File: src/rtl/mac_tx_pkg.sv
// Shared types and encodings for the MAC transmit streamer.
package mac_tx_pkg;

  typedef enum logic [1:0] {
    StIdle,
    StFill,
    StSend
  } state_e;

  localparam int unsigned LaneW = 2;
  typedef logic [LaneW-1:0] lane_t;

  typedef logic [10:0] len_t;

  // Count of invalid trailing bytes in the eop word.
  localparam logic [1:0] MOD_4B = 2'd0;
  localparam logic [1:0] MOD_3B = 2'd1;
  localparam logic [1:0] MOD_2B = 2'd2;
  localparam logic [1:0] MOD_1B = 2'd3;

  // Abort closes a word holding 'lane' bytes; an empty word still reports MOD_1B.
  function automatic logic [1:0] abort_mod(input lane_t lane);
    logic [2:0] invalid;
    invalid = 3'd4 - {1'b0, lane};
    return (lane == '0) ? MOD_1B : invalid[1:0];
  endfunction

endpackage

File: src/rtl/mac_tx_byte_packer.sv
// Packs bytes big-endian into a 32-bit word and computes close/eop/mod for each word.
module mac_tx_byte_packer
  import mac_tx_pkg::*;
(
  input  logic        clk_i,
  input  logic        rst_i,
  input  logic        clear_i,
  input  logic        byte_en_i,
  input  logic [7:0]  byte_i,
  input  logic        last_i,
  input  logic        abort_i,
  output logic        close_o,
  output logic [31:0] word_o,
  output logic        eop_o,
  output logic        err_o,
  output logic [1:0]  mod_o
);

  lane_t       lane_q, lane_d;
  logic [31:0] word_q, word_d;
  logic        eop_q, eop_d;
  logic        err_q, err_d;
  logic [1:0]  mod_q, mod_d;

  assign close_o = byte_en_i && ((lane_q == 2'd3) || last_i);

  always_comb begin
    lane_d = lane_q;
    word_d = word_q;
    eop_d  = eop_q;
    err_d  = err_q;
    mod_d  = mod_q;
    if (clear_i) begin
      lane_d = '0;
      word_d = '0;
      eop_d  = 1'b0;
      err_d  = 1'b0;
      mod_d  = MOD_4B;
    end else if (abort_i) begin
      eop_d = 1'b1;
      err_d = 1'b1;
      mod_d = abort_mod(lane_q);
    end else if (byte_en_i) begin
      // Lane 0 is the most significant byte.
      word_d[8*(3-int'(lane_q)) +: 8] = byte_i;
      lane_d = lane_q + 2'd1;
      if (close_o) begin
        eop_d = last_i;
        mod_d = last_i ? (2'd3 - lane_q) : MOD_4B;
      end
    end
  end

  always_ff @(posedge clk_i) begin
    if (rst_i) begin
      lane_q <= '0;
      word_q <= '0;
      eop_q  <= 1'b0;
      err_q  <= 1'b0;
      mod_q  <= MOD_4B;
    end else begin
      lane_q <= lane_d;
      word_q <= word_d;
      eop_q  <= eop_d;
      err_q  <= err_d;
      mod_q  <= mod_d;
    end
  end

  assign word_o = word_q;
  assign eop_o  = eop_q;
  assign err_o  = err_q;
  assign mod_o  = mod_q;

endmodule

File: src/rtl/mac_tx_streamer.sv
// Byte-stream to MAC ff_tx word source with sop/eop/mod and backpressure.
// Optional underrun abort enabled by defining MAC_TX_ERR_EN.
module mac_tx_streamer
  import mac_tx_pkg::*;
#(
  parameter int unsigned UNDERRUN_CYCLES = 256
) (
  input  logic        ff_tx_clk,
  input  logic        reset,
  input  logic [10:0] pkt_len,
  input  logic        pkt_start,
  output logic        pkt_busy,
  input  logic [7:0]  in_data,
  input  logic        in_valid,
  output logic        in_ready,
  output logic [31:0] ff_tx_data,
  output logic        ff_tx_sop,
  output logic        ff_tx_eop,
  output logic        ff_tx_err,
  output logic [1:0]  ff_tx_mod,
  output logic        ff_tx_wren,
  input  logic        ff_tx_rdy
);

  state_e state_q, state_d;
  len_t   remain_q, remain_d;
  logic   first_q, first_d;

  logic        start, accept, xfer, abort, send;
  logic        pk_close, pk_eop, pk_err;
  logic [31:0] pk_word;
  logic [1:0]  pk_mod;

  assign start  = (state_q == StIdle) && pkt_start && (pkt_len != '0);
  assign accept = (state_q == StFill) && in_valid;
  assign send   = (state_q == StSend);
  assign xfer   = send && ff_tx_rdy;

`ifdef MAC_TX_ERR_EN
  localparam int unsigned CntW = $clog2(UNDERRUN_CYCLES + 1);
  logic [CntW-1:0] idle_cnt_q, idle_cnt_d;

  // Counts consecutive starved FILL cycles; any accepted byte restarts it.
  assign abort = (state_q == StFill) && !in_valid &&
                 (idle_cnt_q == CntW'(UNDERRUN_CYCLES - 1));

  always_comb begin
    idle_cnt_d = '0;
    if ((state_q == StFill) && !in_valid && !abort) begin
      idle_cnt_d = idle_cnt_q + CntW'(1);
    end
  end

  always_ff @(posedge ff_tx_clk) begin
    if (reset) begin
      idle_cnt_q <= '0;
    end else begin
      idle_cnt_q <= idle_cnt_d;
    end
  end

  assign ff_tx_err = send & pk_err;
`else
  logic unused_err;
  assign unused_err = pk_err ^ (^UNDERRUN_CYCLES);
  assign abort      = 1'b0;
  assign ff_tx_err  = 1'b0;
`endif

  mac_tx_byte_packer u_packer (
    .clk_i     (ff_tx_clk),
    .rst_i     (reset),
    .clear_i   (start | xfer),
    .byte_en_i (accept),
    .byte_i    (in_data),
    .last_i    (remain_q == 11'd1),
    .abort_i   (abort),
    .close_o   (pk_close),
    .word_o    (pk_word),
    .eop_o     (pk_eop),
    .err_o     (pk_err),
    .mod_o     (pk_mod)
  );

  always_comb begin
    state_d  = state_q;
    remain_d = remain_q;
    first_d  = first_q;
    case (state_q)
      StIdle: begin
        if (start) begin
          remain_d = pkt_len;
          first_d  = 1'b1;
          state_d  = StFill;
        end
      end
      StFill: begin
        if (accept) begin
          remain_d = remain_q - 11'd1;
        end
        if (pk_close || abort) begin
          state_d = StSend;
        end
      end
      StSend: begin
        if (ff_tx_rdy) begin
          first_d = 1'b0;
          state_d = pk_eop ? StIdle : StFill;
        end
      end
      default: state_d = StIdle;
    endcase
  end

  always_ff @(posedge ff_tx_clk) begin
    if (reset) begin
      state_q  <= StIdle;
      remain_q <= '0;
      first_q  <= 1'b0;
    end else begin
      state_q  <= state_d;
      remain_q <= remain_d;
      first_q  <= first_d;
    end
  end

  assign pkt_busy   = (state_q != StIdle);
  assign in_ready   = (state_q == StFill);
  assign ff_tx_wren = send;
  assign ff_tx_data = send ? pk_word : '0;
  assign ff_tx_sop  = send & first_q;
  assign ff_tx_eop  = send & pk_eop;
  assign ff_tx_mod  = send ? pk_mod : MOD_4B;

endmodule

File: config.mk
export PLATFORM = sky130hd
export DESIGN_NAME = mac_tx_streamer
export DESIGN_NICKNAME = d
export VERILOG_FILES = /design/src/rtl/mac_tx_pkg.sv /design/src/rtl/mac_tx_byte_packer.sv /design/src/rtl/mac_tx_streamer.sv
export SDC_FILE = /design/constraint.sdc
export NUM_CORES = 1
export LEC_CHECK = 0
export BUFFER_PORTS_ARGS = -buffer_cell sky130_fd_sc_hd__clkbuf_2
export CORE_ASPECT_RATIO = 1.25
export CORE_UTILIZATION = 45
export CTS_BUF_LIST = sky130_fd_sc_hd__clkbuf_16
export DETAILED_ROUTE_END_ITERATION = 6
export GPL_TIMING_DRIVEN = 0
export PLACE_DENSITY = 0.66
export SYNTH_ARGS = -nofsm -noshare
export SYNTH_HDL_FRONTEND = slang
export SYNTH_SLANG_ARGS = --single-unit
export TNS_END_PERCENT = 100
File: constraint.sdc
create_clock -name ff_tx_clk -period 5.4 [get_ports ff_tx_clk]
set_input_delay 1.08 -clock ff_tx_clk [delete_from_list [all_inputs] [get_ports ff_tx_clk]]
set_output_delay 1.08 -clock ff_tx_clk [all_outputs]
set_load 0.01 [all_outputs]
**After elaboration in Yosys (flattened, before gate mapping)**

Cells that the tools add are included.

- Register bits after elaboration: 51
- Bits of input ports: 24
- Output and inout bits: 40
- Logic and storage cells: 56

- Add/subtract/negate cells: 5
- Equality and inequality tests: 8
- Shift operators: 2
- Multiplexer cells: 15
- Bitwise operators: 3
- Reduce and logical (&&, ||, !) cells: 16

Operators by type and width:

| operator | count |
|---|---|
| $neg 32->33 | 1 |
| $shift 8x33->32 const A | 1 |
| $shiftx 8x33->32 | 1 |
| $bwmux 32 | 1 |
| $mux 32 | 1 |
| $mux 11 | 2 |
| $pmux 11 s2 | 1 |
| $eq 11x1->1 const B | 1 |
| $reduce_bool 11->1 | 1 |
| $sub 11x1->11 const B | 1 |
| $mux 2 | 5 |
| $reduce_and 3->1 | 3 |
| $pmux 2 s3 | 1 |
| $reduce_bool 2->1 | 3 |
| $logic_and 1x1->1 | 5 |
| $eq 2x2->1 const B | 2 |
| $ne 2x1->1 const B | 2 |
| $ne 2x2->1 const B | 2 |
| $mux 1 | 3 |
| $sub 2x2->3 const A | 1 |
| $add 2x1->2 const B | 1 |
| $and 1x1->1 | 2 |
| $eq 2x1->1 const B | 1 |
| $logic_not 2->1 | 1 |
| other kinds (6) | 6 |

**Logic depth before layout (Yosys ltp)**

Gate-level depths: netlist of run 1.

- Depth after elaboration: 5
- Depth in mapped cells: 6

**By module**

Synthesis of run 1 repeated with hierarchy kept, for this count alone.

- Cell total of the unflattened synthesis: 327
- Area total of the unflattened synthesis: 2825.2 um^2

Modules (own cells, without submodules):

| module | instances | cells an instance | area each (um^2) | sequential area each (um^2) |
|---|---|---|---|---|
| mac_tx_byte_packer | 1 | 158 | 1554.0 | 760.7 |
| mac_tx_streamer | 1 | 169 | 1271.2 | 280.3 |

**Least setup slack after synthesis of run 1**

OpenSTA, ideal clock, no wires.

- Path type: register to output
- From: register state_q[1]
- To: output port ff_tx_data[23]
- Arrival: 1228 ps
- Required time: 4320 ps
- Setup slack: 3092 ps
- Stages on the path, launching flop included: 5
- Buffers on the path: 2
- Cells stage by stage: dfxtp_1 nor2b_1 clkbuf_1 clkbuf_1 and2_1

- Cells in the longest elaborated chain, start to end: 2

Ends and longest elaborated chain:

| item | line | text |
|---|---|---|
| start, declared | mac_tx_streamer.sv:25 | `state_e state_q, state_d;` |
| start signal, assigned | mac_tx_streamer.sv:117 | `state_q <= StIdle;` |
| start signal, assigned | mac_tx_streamer.sv:121 | `state_q <= state_d;` |
| $eq 2x2->1 | mac_tx_streamer.sv:36 | `assign send = (state_q == StSend);` |
| via ff_tx_wren | mac_tx_streamer.sv:21 | `output logic ff_tx_wren,` |
| $mux 32 | mac_tx_streamer.sv:130 | `assign ff_tx_data = send ? pk_word : '0;` |
| end, declared | mac_tx_streamer.sv:16 | `output logic [31:0] ff_tx_data,` |

The timed path passes the listed nets, and every way through them passes these cells.

**Final worst setup path of run 1**

- From: register state_q[1]
- To: output port ff_tx_data[3]

- Cells in the longest elaborated chain, start to end: 2

Ends and longest elaborated chain:

| item | line |
|---|---|
| $eq 2x2->1 | mac_tx_streamer.sv:36 |
| $mux 32 | mac_tx_streamer.sv:130 |

Every way passes these cells.

==> metrics, run 1 <==
height of the chip 87.3 microns; initial antenna violation count 0; DRC violations left 0; slowest stage delay, CP 0.42 ns; f_max 333 MHz; die area 0.00612 sq mm; PostCTS Resize Cnt 0; Pwr Density 284 mW/mm^2; sequential share of the synthesized area 39.0%; CTS sink cnt 51; vias in the first global route 2,341; global-route usage over all layers 22.8%; Die W 70.2 microns; Net Count, Synth 371; most frequent cells in the layout clkbuf_2, nand2_1, dfxtp_1; Buf+Inv Stages, Crit Path 3; Hold Violations, Final 0; Worst Path Required 4.32 ns; Netlist Area Pre-Place 0.00262 sq mm; max-cap violation count 0; io pins 64; Port Buffers 62; dpl hpwl 4960 microns; Post-Place Setup Slack 2.68 ns; Post-layout nets 440; Arrival @ worst endpoint 1.93 ns; routed wire length per instance 14.3 microns; TritonCTS clock tree done; share of the synthesized area in the top cell type 39.0%; # rows 30; area leader, netlist dfxtp_1; clock root buffer clkbuf_16; fin. max-slew vios 0; pin count of the biggest net entering global routing 17; startpoint types flip-flop; Synth area leaders dfxtp_1, a21oi_1, and2_1; Syn-to-layout area delta 21.4%; final setup vio count 0; core area 0.00552 sq mm; worst-skew pair later-pin latency 0.29 ns; Mapped Cells 340; crit-path cells nor2b_1 -> clkbuf_1 -> clkbuf_1 -> and2_1 -> clkbuf_2; layout cell share with drive strength beyond 1 20.5%; Final ANT Viol Nets 0; DR pass1 iterations 4; Hold WC Path Type flip-flop to flip-flop; Final Skew 0.00387 ns; Slew headroom 40.5%; synth unique cells 44; critical path type flip-flop to primary output; Worst-path clk slew 0.07 ns; Setup TNS Final 0 ns; crit path time final 3.01 ns; DRT iter0 DRCs 131; # hold bufs at CTS 0; Total Wirelength 6790 microns; ANT cells 0; RePlAce Congestion 0.896; maximum vdd drop 151 uV; Tightest Pin Transition 0.890 ns; Crit path max-delay family buffers and inverters; P_leak 1.26 nW; Via density 5.49; Worst setup EP type primary output; CTS Buf Count 5; Vias 2,600; syn avg cell area 7.69 sq um; initial core utilization 47.4%; grt ovf 0; part of the cycle the worst path needs 55.7%; Worst path slowest cell clkbuf_1; first-pass GRT wire length 11,100 microns; yosys warns 0; RSZ-0062 raised after global routing no; Seq cells post-synth 51; status complete, no violations; post-CTS setup buffer count 0; CTS Buffer Depth 2; most used cell, CP clkbuf_1; final worst slack 2.39 ns; CTS H-Tree Depth 2; most common cell after layout, fill and taps aside clkbuf_2; Max FO, Critical Path 10
## kinds of logic (layout without fill, tap and decap cells)
| family | Yosys count | in the layout | synth area share (%) |
|---|---|---|---|
| and+or+nand+nor | 173 | 173 | 34.4 |
| muxes | 1 | 1 | 0.383 |
| other | 1 | 1 | 0.143 |
| AOI/OAI and AO/OA | 77 | 77 | 17.8 |
| xor gates and xnor gates | 1 | 1 | 0.335 |
| buffers and inverters | 29 | 99 | 4.59 |
| adders and majority gates | 7 | 7 | 3.35 |
| DFF | 51 | 51 | 39.0 |
## final timing paths
check | startpoint | end | slack, ns | cells after the start
worst max-delay path | state_q[1] | ff_tx_data[3] | 2.39 | 5
worst min-delay path | u_packer.word_o[17] | u_packer.word_o[17] | 0.44 | 2
worst max register to register | u_packer.lane_q[0] | u_packer.word_o[18] | 3.22 | 5
worst min register to register | u_packer.word_o[17] | u_packer.word_o[17] | 0.44 | 2
## metal layers
metal / track usage [%] / up-vias / wire, microns
met5: 0 / - / 0
met4: 8.18 / 0 / 95
met3: 3.47 / 8 / 278
met2: 41.7 / 75 / 3500
met1: 27.0 / 1191 / 2920
li1: - / 1326 / -
## sequential cells by signal, indices dropped and copies added, names as in the netlist
register	flops
first_q	1
remain_q	11
state_q	2
u_packer.eop_o	1
u_packer.lane_q	2
u_packer.mod_o	2
u_packer.word_o	32
## worst reg2reg max path: stages, from the launching register on
cell,delay [ns]
dfxtp_1,0.47
inv_1,0.16
ha_1,0.39
nor3b_1,0.75
nand3_1,0.18
a21oi_1,0.17
## per-stage QoR
stage / total power [mW] / util [%] / cell area (sq um) / instances / hold slack, ns
finish: 0.902 / 57.6 / 3180 / 474 / 0.445
global route: 0.936 / 57.6 / 3180 / 474 / 0.458
CTS: 0.906 / 57.6 / 3180 / 474 / 0.449
detailed placement: 0.547 / 54.5 / 3010 / 466 / 0.439
global placement: 0.546 / 54.5 / 3010 / 466 / 0.434
floorplan: 0.503 / - / 2620 / 340 / 0.427
## area by class of cell
class,instances,area [sq um]
multi-input cells,260,1480
clock inverters,3,43.8
fillers,539,2340
plain buffers,21,90.1
flip-flops and latches,51,1020
repair buffers,62,310
well taps,64,80.1
inverters,8,30.0
clock buffers,5,125
## power by group
part           leakage, nW  internal (mW)  total, mW  switching [mW]
Sequential           0.414          0.389      0.404          0.0155
Clock               0.0838          0.219      0.361           0.142
Combinational        0.765         0.0548      0.136          0.0816
Total                 1.26          0.662      0.902           0.239
## cell usage after synthesis, drive strengths merged
| cell type | number |
|---|---|
| a31oi | 2 |
| or4b | 1 |
| a32oi | 1 |
| o21ai | 4 |
| dfxtp | 51 |
| or2 | 3 |
| o32ai | 8 |
| a21oi | 49 |
| mux2i | 1 |
| xnor2 | 1 |
| o31a | 1 |
| a211oi | 1 |
| and2 | 41 |
| nand4 | 2 |
| a31o | 1 |
| nor2 | 9 |
| clkbuf | 12 |
| a22oi | 3 |
| nor2b | 1 |
| nor4 | 5 |
| ha | 7 |
| nand2b | 3 |
| a221oi | 1 |
| o21a | 1 |
| nand2 | 53 |
| conb | 1 |
| nor3b | 5 |
| and3 | 1 |
| or3 | 1 |
| buf | 9 |
| o41ai | 1 |
| o221a | 1 |
| or3b | 1 |
| and3b | 1 |
| inv | 8 |
| nand3 | 33 |
| a21boi | 1 |
| nor3 | 10 |
| a2bb2oi | 2 |
| or4 | 3 |
Power figures use the tool's default switching activity.
==> inputs of run 2 (changes only) <==
--- a/config.mk
+++ b/config.mk
@@ -5,13 +5,14 @@
 export SDC_FILE = /design/constraint.sdc
 export NUM_CORES = 1
 export LEC_CHECK = 0
+export ABC_AREA = 1
 export BUFFER_PORTS_ARGS = -buffer_cell sky130_fd_sc_hd__clkbuf_2
 export CORE_ASPECT_RATIO = 1.25
 export CORE_UTILIZATION = 45
 export CTS_BUF_LIST = sky130_fd_sc_hd__clkbuf_16
 export DETAILED_ROUTE_END_ITERATION = 6
 export GPL_TIMING_DRIVEN = 0
-export PLACE_DENSITY = 0.66
+export PLACE_DENSITY = 0.68
 export SYNTH_ARGS = -nofsm -noshare
 export SYNTH_HDL_FRONTEND = slang
 export SYNTH_SLANG_ARGS = --single-unit
==> constraint.sdc (replaced) <==
create_clock -name ff_tx_clk -period 2.4 [get_ports ff_tx_clk]
set_input_delay 0.48 -clock ff_tx_clk [delete_from_list [all_inputs] [get_ports ff_tx_clk]]
set_output_delay 0.48 -clock ff_tx_clk [all_outputs]
set_load 0.01 [all_outputs]
==> run 2 against run 1 <==
Compared with the run above: first-iteration DRC count is 34% higher; final area is 9.9% higher; via count is 15% higher; highest routed layer unchanged.
==> metrics, run 2 <==
final setup vio count 0 (unchanged); startpoint types flip-flop; Hold Violations, Final 0 (unchanged); f_max 465 MHz; Final Skew 0.0103 ns (+0.00644 ns); Mapped Cells 434 (+28%); Max FO, Critical Path 10 (unchanged); share of the synthesized area in the top cell type 34.7% (-4.3 points); routed wire length per instance 13.1 microns (-8.5%); initial antenna violation count 0 (unchanged); Final ANT Viol Nets 0 (unchanged); Hold WC Path Type flip-flop to flip-flop; hold path startpoint u_packer.word_o[29]; fin. max-slew vios 0 (unchanged); most used cell, CP nor2_1; maximum vdd drop 385 uV (+160%); area leader, netlist dfxtp_1; Setup TNS Final 0 ns (unchanged); DR pass1 iterations 4 (unchanged); vias in the first global route 2,747 (+17%); Slew headroom 65.7% (+25 points); Net Count, Synth 465 (+25%); synth unique cells 33 (-25%); die area 0.00686 sq mm (+12%); io pins 64 (unchanged); Worst-path clk slew 0.06 ns (about the same); height of the chip 92.4 microns (+5.9%); Worst Path Required 1.92 ns (-2.40 ns); # hold bufs at CTS 0 (unchanged); RSZ-0062 raised after global routing no; register area 0.00102 sq mm (unchanged); Total Wirelength 7710 microns (+13%); ANT cells 0 (unchanged); Internal 1.37 mW (+110%); most frequent cells after synthesis nor2_1, inv_1, nand2_1, dfxtp_1, nand3_1; Worst path slowest cell buf_1; layout cell share with drive strength beyond 1 22.9% (+2.4 points); Arrival @ worst endpoint 1.67 ns (-0.26 ns); CTS sink cnt 51 (unchanged); max-cap violation count 0 (unchanged); TritonCTS clock tree done; CTS Buffer Depth 2 (unchanged); # rows 32 (+6.7%); Pwr Density 550 mW/mm^2 (+94%); Power, Total 1.92 mW (+110%); pin count of the biggest net entering global routing 15 (-2); Worst setup EP type primary output; dpl hpwl 5950 microns (+20%); Reg power frac 46.7% (+1.9 points); Via density 5.07 (-7.5%); crit path time final 2.15 ns; first-pass GRT wire length 12,500 microns (+13%); worst-skew pair later-pin latency 0.29 ns (about the same); clock root buffer clkbuf_16; Port Buffers 62 (unchanged); sequential share of the synthesized area 34.7% (-4.3 points); most frequent cells in the layout nor2_1, inv_1, clkbuf_2; Syn-to-layout area delta 18.7%; post-CTS setup buffer count 0 (unchanged); crit-path cells inv_2 -> nor2_1 -> inv_1 -> buf_2 -> buf_1 -> nor2_1 -> clkbuf_2; flop2flop setup slack 0.47 ns (-2.75 ns); Seq cells post-synth 51 (unchanged); RePlAce Congestion 0.930 (+3.8%); initial core utilization 47.1% (-0.34 points); CTS Buf Count 5 (unchanged); grt ovf 0 (unchanged); DRC violations left 0 (unchanged); Tightest Pin Transition 0.514 ns (-0.376 ns); Worst R2R Start u_packer.lane_q[0]; slowest stage delay, CP 0.44 ns (+0.02 ns); Post-layout nets 534 (+21%); Synth area leaders dfxtp_1, nor2_1, inv_1; syn avg cell area 6.77 sq um (-12%); P_leak 1.41 nW (+12%); Gate power share 18.0% (+2.9 points); area of the multi-input gates 0.00155 sq mm (+5.3%); Vias 2,984 (+15%); most common cell after layout, fill and taps aside nor2_1; PostCTS Resize Cnt 0 (unchanged); critical path type flip-flop to primary output; most common cell in the netlist nor2_1; DRT iter0 DRCs 175 (+34%); Die W 74.3 microns (+5.8%); CTS H-Tree Depth 2 (unchanged); Async SR Flop Fraction 0% (unchanged); global-route usage over all layers 23.8% (+1.0 points); Switching Share 28.9% (+2.4 points); part of the cycle the worst path needs 89.6%; Post-synth EDFFs 0 (unchanged); yosys warns 0 (unchanged); placed cell areas 0.00336 sq mm (+12%); clock power share 35.3% (-4.7 points); Post-synth top flop dfxtp_1; status complete, no violations; Finished Cell Area 0.00349 sq mm (+9.9%); core area 0.00625 sq mm (+13%); Largest register FFs 32 (unchanged); Crit. Startpoint state_q[1]; sw power 556 uW (+130%); Netlist Area Pre-Place 0.00294 sq mm (+12%); FILL cells 642 (+19%)
==> run 2: changes by cell type after synthesis, moves of 8 or more <==
cell,change
nor2_1,+71
and2_1,-37
o32ai_1,-8
nand4_1,+10
o21ai_0,+28
inv_1,+55
a21oi_2,+12
nor3_1,-9
a21oi_1,-17
==> run 2: worst paths after layout <==
path,depth (start not counted),end
hold reg to reg,2,u_packer.word_o[29]
setup / recovery,7,ff_tx_data[19]
hold / removal,2,u_packer.word_o[29]
setup reg to reg,6,u_packer.word_o[17]
==> run 2: stage by stage <==
step	util, %	hold WS [ns]	instances	setup WS [ns]
6_report	55.9	0.472	588	0.250
5_1_grt	55.9	0.490	588	0.0515
4_1_cts	55.9	0.472	588	0.178
3_5_place_dp	53.7	0.462	581	0.494
3_3_place_gp	53.7	0.457	581	0.501
2_1_floorplan	-	0.444	434	0.726
==> run 2: area by class of cell <==
| class | count | area share, % |
|---|---|---|
| Tap cell | 85 | 3.05 |
| Multi-Input combinational cell | 297 | 44.5 |
| Timing Repair Buffer | 62 | 8.89 |
| Clock buffer | 5 | 3.58 |
| Clock inverter | 2 | 0.251 |
| Buffer | 18 | 3.15 |
| Sequential cell | 51 | 29.2 |
| Inverter | 68 | 7.31 |
==> run 2: critical path, delay by kind of cell (launching register included) <==
family	cells	cell delay, ns
buffers and inverters	5	0.92
DFF	1	0.31
and+or+nand+nor	2	0.15
==> run 2: logic make-up after synthesis <==
logic type               Yosys count  synth area share, %
adder cells (fa/ha/maj)            7                 2.98
AND/OR/NAND/NOR                  202                 32.0
other                              1                0.128
flip-flops                        51                 34.7
AO/OA/AOI/OAI                     87                 17.7
buffers and inverters             86                 12.4
==> run 2: power groups by stage <==
stage / logic [mW] / clock network [mW] / registers (mW)
2_1_floorplan: 0.246 / 0 / 0.910
3_3_place_gp: 0.339 / 0 / 0.915
3_5_place_dp: 0.342 / 0 / 0.916
4_1_cts: 0.344 / 0.692 / 0.896
5_1_grt: 0.388 / 0.725 / 0.900
6_report: 0.346 / 0.678 / 0.897
==> run 2: metal layers <==
| layer | up-vias | GRT usage [%] | part of all wire [%] | routed length (microns) |
|---|---|---|---|---|
| met3 | 13 | 4.24 | 4.4 | 340 |
| met4 | 0 | 10.2 | 2.3 | 178 |
| met2 | 90 | 41.9 | 51 | 3970 |
| met1 | 1351 | 27.6 | 42 | 3220 |
| met5 | - | 0 | 0 | 0 |
| li1 | 1530 | - | - | - |
==> inputs of run 3 (changes only) <==
--- a/config.mk
+++ b/config.mk
@@ -5,14 +5,14 @@
 export SDC_FILE = /design/constraint.sdc
 export NUM_CORES = 1
 export LEC_CHECK = 0
-export ABC_AREA = 1
 export BUFFER_PORTS_ARGS = -buffer_cell sky130_fd_sc_hd__clkbuf_2
 export CORE_ASPECT_RATIO = 1.25
 export CORE_UTILIZATION = 45
 export CTS_BUF_LIST = sky130_fd_sc_hd__clkbuf_16
 export DETAILED_ROUTE_END_ITERATION = 6
 export GPL_TIMING_DRIVEN = 0
-export PLACE_DENSITY = 0.68
+export PLACE_DENSITY = 0.69
+export SETUP_SLACK_MARGIN = 0.15
 export SYNTH_ARGS = -nofsm -noshare
 export SYNTH_HDL_FRONTEND = slang
 export SYNTH_SLANG_ARGS = --single-unit
==> run 3 against run 2 <==
Compared with the run above: power grew 4.4%; critical path depth shrank 2; worst hold slack lost 0.026 ns; critical endpoint is now u_packer.word_o[0]; largest cell class unchanged; largest power group unchanged; highest routed layer unchanged.
==> metrics, run 3 (same netlist as run 1, synthesis figures left out) <==
Pwr Density 630 mW/mm^2 (+14%); Switching Share 26.0% (-3.0 points); die area 0.00612 sq mm (-11%); f_max 448 MHz (-3.6%); layout cell share with drive strength beyond 1 21.8% (-1.1 points); Arrival @ worst endpoint 2.44 ns (+0.77 ns); DRC violations left 0 (unchanged); critical path type flip-flop to flip-flop; final setup vio count 0 (unchanged); PostCTS Resize Cnt 3 (+3); DRT iter0 DRCs 168 (-4.0%); worst r2r dst u_packer.word_o[0]; most frequent cells in the layout clkbuf_2, nand2_1, dfxtp_1; CTS H-Tree Depth 2 (unchanged); vias in the first global route 2,334 (-15%); flop2flop setup slack 0.17 ns (-0.30 ns); FILL cells 542 (-16%); Final ANT Viol Nets 0 (unchanged); Die W 70.2 microns (-5.5%); Crit path max-delay family simple AND/OR/NAND/NOR gates; status complete, no violations; startpoint types flip-flop; dpl hpwl 5040 microns (-15%); post-CTS setup buffer count 0 (unchanged); first-pass GRT wire length 11,300 microns (-9.7%); initial antenna violation count 0 (unchanged); WHS Endpoint u_packer.word_o[4]; fin. max-slew vios 0 (unchanged); part of the cycle the worst path needs 92.9% (+3.4 points); area of the multi-input gates 0.00149 sq mm (-4.4%); Final Skew 0.00515 ns (-0.00516 ns); Reg power frac 45.3% (-1.4 points); clock power share 39.3% (+4.0 points); critical path depth in cells 5 (-2); Power, Total 2.01 mW (+4.4%); P_leak 1.27 nW (-9.5%); Worst path slowest cell nor3b_1; register area 0.00102 sq mm (unchanged); Worst Path Required 2.61 ns (+0.69 ns); CTS Buf Count 5 (unchanged); RSZ-0062 raised after global routing yes; Worst setup EP type flip-flop; reg2reg path depth 5 (-1); hold depth 2 (unchanged); placed cell areas 0.00301 sq mm (-10%); # hold bufs at CTS 0 (unchanged); Post-layout nets 440 (-18%); TritonCTS clock tree done; Worst R2R Start u_packer.lane_q[0]; RePlAce Congestion 0.923 (-0.70%); crit-path cells inv_1 -> ha_1 -> nor3b_1 -> nand3_1 -> a21oi_1; pin count of the biggest net entering global routing 16 (+1); final core utilization 57.7% (+1.8 points); Syn-to-layout area delta 21.7%; sw power 521 uW (-6.3%); Worst-path clk slew 0.07 ns (about the same); Finished Cell Area 0.00318 sq mm (-8.8%); Hold Violations, Final 0 (unchanged); Vias 2,618 (-12%); core area 0.00552 sq mm (-12%); ANT cells 0 (unchanged); # rows 30 (-6.3%); most common cell after layout, fill and taps aside clkbuf_2; worst-skew pair later-pin latency 0.29 ns (about the same); CTS sink cnt 51 (unchanged); Hold WC Path Type flip-flop to flip-flop; global-route usage over all layers 23.3% (-0.57 points); Via density 5.53 (+9.1%); Tightest Pin Transition 0.865 ns (+0.351 ns); Max FO, Critical Path 8 (-2); Internal 1.48 mW (+8.8%); Slew headroom 42.2% (-24 points); final worst slack 0.169 ns (-0.0810 ns); grt ovf 0 (unchanged); clock root buffer clkbuf_16; hold path startpoint u_packer.word_o[4]; DR pass1 iterations 4 (unchanged); Largest register FFs 32 (unchanged); Buf+Inv Stages, Crit Path 1 (-4); crit path time final 2.23 ns (+0.0810 ns); maximum vdd drop 315 uV (-18%); CTS Buffer Depth 2 (unchanged); Setup TNS Final 0 ns (unchanged); routed wire length per instance 14.6 microns (+11%); Gate power share 15.4% (-2.6 points); Total Wirelength 6890 microns (-11%); Post-Place Setup Slack 0.272 ns (-0.222 ns); Port Buffers 62 (unchanged); slowest stage delay, CP 0.73 ns (+0.29 ns); io pins 64 (unchanged); initial core utilization 47.4% (+0.34 points); max-cap violation count 0 (unchanged); height of the chip 87.3 microns (-5.5%)
run 3: changes by cell type in the layout (fill, tap and decap cells not counted), sizes merged, moves of 4 or more:
cell | before | now
clkbuf | 73 | 78
nor3 | 2 | 10
a21oi | 44 | 49
nor2 | 86 | 9
nand2 | 60 | 53
nor4 | 0 | 5
o21ai | 33 | 4
o32ai | 0 | 8
and2 | 2 | 41
o31ai | 4 | 0
inv | 68 | 8
nand4 | 13 | 2
nor3b | 1 | 5
run 3: worst register-to-register path, delay by kind of cell (launching register included):
kind                     cells  cell delay, ns
flip-flops                   1            0.49
AO/OA/AOI/OAI                1            0.18
adder cells (fa/ha/maj)      1            0.40
buffers and inverters        1            0.19
AND/OR/NAND/NOR              2            0.90
run 3: area by class of cell:
cell class	instances	area share [%]
clock inverters	2	1.18
repair buffers	62	9.74
inverters	8	0.943
multi-input cells	260	46.6
clock buffers	5	3.93
plain buffers	21	2.99
flip-flops and latches	51	32.1
well taps	64	2.51
run 3: power groups by stage:
stage          Sequential, mW  Clock [mW]  Combinational (mW)
5_1_grt                 0.914       0.839               0.341
6_report                0.909       0.788               0.309
4_1_cts                 0.908       0.802               0.306
3_3_place_gp            0.927           0               0.300
2_1_floorplan           0.918           0               0.215
3_5_place_dp            0.928           0               0.304
run 3: layer usage:
metal	track usage (%)	wire [microns]	vias up
met5	0	0	-
met4	10.7	138	0
met3	3.36	276	13
met2	41.3	3620	78
met1	27.6	2860	1202
li1	-	-	1325
run 3: how the worst max path moves through the flow:
stage                       start             endpoint
2_1_floorplan         remain_q[0]          remain_q[8]
3_3_place_gp   u_packer.lane_q[0]  u_packer.word_o[22]
3_5_place_dp   u_packer.lane_q[0]  u_packer.word_o[17]
4_1_cts                state_q[1]       ff_tx_data[13]
5_1_grt        u_packer.lane_q[0]  u_packer.word_o[25]
6_report       u_packer.lane_q[0]   u_packer.word_o[0]
run 3: per-stage QoR:
stage,hold WS (ns),cells
after floorplan,0.427,340
after global placement,0.434,466
after detailed placement,0.440,466
after CTS,0.448,473
after global routing,0.458,473
final,0.446,473
